===== src/rtl/uart_rx.sv =====
// 16x-oversampling UART receiver: 8 data bits LSB-first, mid-bit sampling, stop-bit/break detection.
// Define UART_RX_PARITY_EN to add a parity bit (even/odd via PARITY_MODE); default build is 8N1.
module uart_rx #(
  parameter int CLK_FREQ  = 125_000_000,
  parameter int BAUD_RATE = 9600
) (
  input  logic       CLK,
  input  logic       RST,
  input  logic       RXD,
  input  logic       PARITY_MODE,
  output logic [7:0] DOUT,
  output logic       VALID,
  output logic       PARITY_ERR,
  output logic       FRAME_ERR,
  output logic       BUSY
);

  localparam int DIV_RAW = CLK_FREQ / (BAUD_RATE * 16);
  localparam int DIV     = (DIV_RAW < 1) ? 1 : DIV_RAW;
  localparam int DIV_W   = (DIV > 1) ? $clog2(DIV) : 1;
  localparam logic [DIV_W-1:0] DIV_LAST = DIV_W'(DIV - 1);

`ifdef UART_RX_PARITY_EN
  typedef enum logic [2:0] {
    S_IDLE,
    S_START,
    S_DATA,
    S_PARITY,
    S_STOP
  } state_t;
`else
  typedef enum logic [1:0] {
    S_IDLE,
    S_START,
    S_DATA,
    S_STOP
  } state_t;
`endif

  // Parity check: XOR of data and parity bit must equal the selected mode (0 even, 1 odd).
  function automatic logic parity_fail(input logic [7:0] data, input logic par_bit,
                                       input logic odd_mode);
    return ((^data) ^ par_bit) != odd_mode;
  endfunction

  // Stage p0/p1: two-flop synchronizer, reset to the idle (high) line level.
  logic rxd_p0;
  logic rxd_s;

  always_ff @(posedge CLK or posedge RST) begin
    if (RST) begin
      rxd_p0 <= 1'b1;
      rxd_s  <= 1'b1;
    end else begin
      rxd_p0 <= RXD;
      rxd_s  <= rxd_p0;
    end
  end

  // Oversample divider: free-running, realigned to the start edge.
  logic [DIV_W-1:0] div_cnt;
  logic             tick;
  logic             div_clr;

  assign tick = (div_cnt == DIV_LAST);

  always_ff @(posedge CLK or posedge RST) begin
    if (RST) begin
      div_cnt <= '0;
    end else if (div_clr || tick) begin
      div_cnt <= '0;
    end else begin
      div_cnt <= div_cnt + DIV_W'(1);
    end
  end

  state_t     state, state_n;
  logic [3:0] tc, tc_n;
  logic [2:0] bi, bi_n;
  logic       armed, armed_n;
  logic       sample_en;
  logic       frame_done;
  logic [7:0] shreg;
  logic [7:0] dout_q;
  logic       valid_q;
  logic       frame_err_q;

`ifdef UART_RX_PARITY_EN
  logic perr_pend, perr_pend_n;
  logic parity_err_q;
`endif

  always_ff @(posedge CLK or posedge RST) begin
    if (RST) begin
      state <= S_IDLE;
      tc    <= '0;
      bi    <= '0;
      armed <= 1'b0;
`ifdef UART_RX_PARITY_EN
      perr_pend <= 1'b0;
`endif
    end else begin
      state <= state_n;
      tc    <= tc_n;
      bi    <= bi_n;
      armed <= armed_n;
`ifdef UART_RX_PARITY_EN
      perr_pend <= perr_pend_n;
`endif
    end
  end

  // armed blocks a held-low (break) line from retriggering until it has been seen idle.
  always_comb begin
    state_n    = state;
    tc_n       = tc;
    bi_n       = bi;
    armed_n    = armed;
    div_clr    = 1'b0;
    sample_en  = 1'b0;
    frame_done = 1'b0;
`ifdef UART_RX_PARITY_EN
    perr_pend_n = perr_pend;
`endif
    case (state)
      S_IDLE: begin
        if (rxd_s) begin
          armed_n = 1'b1;
        end else if (armed) begin
          state_n = S_START;
          tc_n    = '0;
          div_clr = 1'b1;
          armed_n = 1'b0;
        end
      end
      S_START: begin
        if (tick) begin
          if (tc == 4'd7) begin
            if (!rxd_s) begin
              state_n = S_DATA;
              tc_n    = '0;
              bi_n    = '0;
            end else begin
              state_n = S_IDLE;
            end
          end else begin
            tc_n = tc + 4'd1;
          end
        end
      end
      S_DATA: begin
        if (tick) begin
          if (tc == 4'd15) begin
            tc_n      = '0;
            sample_en = 1'b1;
            if (bi == 3'd7) begin
`ifdef UART_RX_PARITY_EN
              state_n = S_PARITY;
`else
              state_n = S_STOP;
`endif
            end else begin
              bi_n = bi + 3'd1;
            end
          end else begin
            tc_n = tc + 4'd1;
          end
        end
      end
`ifdef UART_RX_PARITY_EN
      S_PARITY: begin
        if (tick) begin
          if (tc == 4'd15) begin
            tc_n        = '0;
            perr_pend_n = parity_fail(shreg, rxd_s, PARITY_MODE);
            state_n     = S_STOP;
          end else begin
            tc_n = tc + 4'd1;
          end
        end
      end
`endif
      S_STOP: begin
        if (tick) begin
          if (tc == 4'd15) begin
            tc_n       = '0;
            frame_done = 1'b1;
            state_n    = S_IDLE;
          end else begin
            tc_n = tc + 4'd1;
          end
        end
      end
      default: begin
        state_n = S_IDLE;
      end
    endcase
  end

  // Data bits land directly in their final position; no reset needed since all 8 are rewritten per frame.
  always_ff @(posedge CLK) begin
    if (sample_en) begin
      shreg[bi] <= rxd_s;
    end
  end

  // Stage p2: output register, updated only in the VALID cycle.
  always_ff @(posedge CLK or posedge RST) begin
    if (RST) begin
      dout_q      <= 8'h00;
      valid_q     <= 1'b0;
      frame_err_q <= 1'b0;
`ifdef UART_RX_PARITY_EN
      parity_err_q <= 1'b0;
`endif
    end else begin
      valid_q <= frame_done;
      if (frame_done) begin
        dout_q      <= shreg;
        frame_err_q <= !rxd_s;
`ifdef UART_RX_PARITY_EN
        parity_err_q <= perr_pend;
`endif
      end
    end
  end

  assign DOUT      = dout_q;
  assign VALID     = valid_q;
  assign FRAME_ERR = frame_err_q;
  assign BUSY      = (state != S_IDLE);

`ifdef UART_RX_PARITY_EN
  assign PARITY_ERR = parity_err_q;
`else
  logic unused_parity_mode;
  assign unused_parity_mode = PARITY_MODE;
  assign PARITY_ERR = 1'b0;
`endif

endmodule

===== config.mk =====
export PLATFORM = sky130hd
export DESIGN_NAME = uart_rx
export DESIGN_NICKNAME = d
export VERILOG_FILES = /design/src/rtl/uart_rx.sv
export SDC_FILE = /design/constraint.sdc
export NUM_CORES = 1
export LEC_CHECK = 0
export CAP_MARGIN = 30
export CORE_MARGIN = 3
export CORE_UTILIZATION = 62
export CTS_CLUSTER_DIAMETER = 50
export CTS_CLUSTER_SIZE = 28
export DETAILED_ROUTE_END_ITERATION = 10
export DONT_BUFFER_PORTS = 1
export GPL_TIMING_DRIVEN = 0
export MAX_ROUTING_LAYER = met4
export PLACE_DENSITY = 0.78
export SYNTH_ARGS = -nofsm -noshare
export SYNTH_HDL_FRONTEND = slang
export SYNTH_SLANG_ARGS = --single-unit

===== constraint.sdc =====
create_clock -name CLK -period 2.45 [get_ports CLK]
set_input_delay 0 -clock CLK [delete_from_list [all_inputs] [get_ports CLK]]
set_output_delay 0 -clock CLK [all_outputs]
set_load 0.01 [all_outputs]

==> reports/results.txt <==
Outcome = completed
DR DRC count = 0
Crit path arrival time = 2.16 ns
Vias/cell = 5.933
Final Setup Violations = 0
Clk sink count = 40
Worst Skew = 0.005786 ns
Clock Latency Late Sink = 0.34 ns
Crit end category = flop
Clk buf depth = 2
Final setup margin = 0.5592 ns
Detailed Route WL = 3278 um
Lkg Pwr = 0.9521 nW
Synth top area cells = dfrtp_1, edfxtp_1, mux2_2, nor2_1, ha_1
Post-route setup TNS = 0 ns
Final Max Slew Viols = 0
Unique masters post-synth = 45
Power per cell area = 691.0 nW/um^2
Cell accounting for the most synthesized area = dfrtp_1
Tot Pwr = 1.422 mW
Max-Cap Viols = 0
CP required = 2.72 ns
Detailed Place HPWL = 2363 um
Maximum VDD drop = 0.3611 mV
All-Layer GR Usage = 20.45%
Grt ovf = 0
Fin crit period = 1.891 ns
RSZ-0062 raised after global routing = no
Syn Area/Cell = 11.28 sq um
Cell area after synthesis = 1896 sq um
Initial drt markers = 80
I/O pin count = 16
Crit-path max FO = 6
Area Overhead vs Synth = 8.581%
Register area share after synthesis = 55.05%
N_diodes = 0
Endpoints failing hold = 0
Largest family of logic cells by synthesized area = simple AND/OR/NAND/NOR gates
Clock slew at reported path FFs = 0.11 ns
Startpoint types = flop
Xor and xnor area share after synthesis = 4.620%
Layout Cells excl Fill = 210
Most frequent cells in the layout = dfrtp_1, nor2_1, nand2_1
Period utilization = 77.18%
Mux contribution to synthesized area = 7.987%
Hold_buf cts = 2
First-pass GRT wire length = 5313 um
Area fraction in compound gates after synthesis = 5.677%
Design Area, Final = 2058 sq um
GPL Wtd Cong = 0.9151
Synth Area in Adders = 3.300%
Fmax = 0.5289 GHz
Crit path kind = flop to flop
Share of cells above drive strength 1 = 15.64%
Initial antenna violation count = 0
Fillers = 207
Slew HR = 51.74%
Commonest non-fill, non-tap cell in the layout = dfrtp_1
Area after DPL = 1962 sq um
Root buffer cell = clkbuf_4
Largest net degree at the start of global routing = 18
Vias in the first global route = 1,129
Syn Nets = 177
FF+latch count, synth = 40
Post-Place Cells = 200
Vias post-DR = 1,246
TritonRoute pass-1 iters = 4
Row cnt = 19
Post-synth EDFFs = 8
Drt wl/cell = 15.61 um
Die H = 61.30 um
CTS tree = done
Ys Warns = 0
Die area = 3757 sq um
Std-Cell Core Area = 2829 sq um
Starting Density = 67.01%
Antenna viol nets, final = 0
# Post-CTS Setup Buffers = 0
Synth Flop Type = dfrtp_1
Num CTS Buffers = 5
Die span in x = 61.30 um
H-tree depth = 2
Worst Max-Slew Pin Slew = 0.7231 ns
Dpl ws = 0.5751 ns
Post-synth top area share = 39.60%
Post-cts sizing count = 0
Simple-gate area share of the yosys netlist = 18.75%
Nets = 187
Cell count after synthesis = 168
Worst min path class = primary input to flop
IO buf count = 0
Ys async rst share = 80.00%
==> cell families after synthesis <==
| kind of cell | Yosys count |
|---|---|
| compound gates | 14 |
| simple gates | 66 |
| buf+inv | 18 |
| fa+ha+maj | 5 |
| other cells | 1 |
| flops | 40 |
| mux | 14 |
| xor+xnor | 10 |
==> Yosys cell counts, drive strengths merged (2+ instances only) <==
cell    number
nand2b       2
nor2        19
nor3         4
mux2i        5
o22ai        2
nand3        6
nand4        6
ha           5
clkbuf       2
nand2       13
and4         2
and3         4
nor2b        2
inv         11
xor2         6
a21oi        3
xnor2        4
nor3b        2
buf          5
dfrtp       30
mux2         9
edfxtp       8
dfstp        2
==> flip-flops by register name, summed over array words and instances (netlist names), named ones only <==
name       cells
div_cnt       10
DOUT           8
shreg          8
tc             4
bi             3
FRAME_ERR      1
VALID          1
armed          1
rxd_p0         1
rxd_s          1
state          1
==> metal layers <==
metal	GRT usage, %	share of wire, %	vias up
met2	30.06	49	31
met5	-	0	-
li1	-	-	608
met4	5.573	1.2	0
met3	5.660	4.9	3
met1	27.88	45	604
==> cell type report <==
cell class	instances	area, sq um	area share, %
flip-flops and latches	40	1044	50.70
multi-input cells	110	768.2	37.33
repair buffers	3	47.55	2.310
plain buffers	7	42.54	2.067
clock buffers	6	41.29	2.006
inverters	11	41.29	2.006
well taps	31	38.79	1.885
clock inverters	2	35.03	1.702
==> report_power, final <==
group	total, mW	internal (mW)	switching (mW)
sequential	0.817	0.740	0.0775
clock	0.419	0.214	0.206
combinational	0.186	0.0919	0.0938
==> worst paths after layout <==
check                      slack [ns]            startpoint  cells past startpoint              endpoint
hold reg to reg                  0.38      rxd_p0$_DFF_PP1_                      0       rxd_s$_DFF_PP1_
max in group asynchronous        1.71                   RST                      3  state[0]$_DFFE_PP0P_
min in group asynchronous        0.21                   RST                      2   DOUT[2]$_DFFE_PP0P_
setup reg to reg                 0.56  div_cnt[0]$_DFF_PP0_                      6     tc[1]$_DFFE_PP0P_
hold / removal                   0.19                   RXD                      1      rxd_p0$_DFF_PP1_
setup / recovery                 0.56  div_cnt[0]$_DFF_PP0_                      6     tc[1]$_DFFE_PP0P_
==> critical path, cell delays in order (launching register included) <==
cell	delay, ns
dfrtp_1	0.42
inv_1	0.06
ha_1	0.13
and4b_1	0.24
nand4_1	0.24
o22ai_1	0.47
mux2i_1	0.25
==> stage by stage <==
| stage | hold WS [ns] | util, % |
|---|---|---|
| 2_1_floorplan | 0.004478 | - |
| 3_3_place_gp | 0.004551 | 68.38 |
| 3_5_place_dp | 0.004566 | 69.35 |
| 4_1_cts | 0.1748 | 72.76 |
| 5_1_grt | 0.1705 | 72.76 |
| 6_report | 0.1917 | 72.76 |
(Power assumes the default switching activity.)
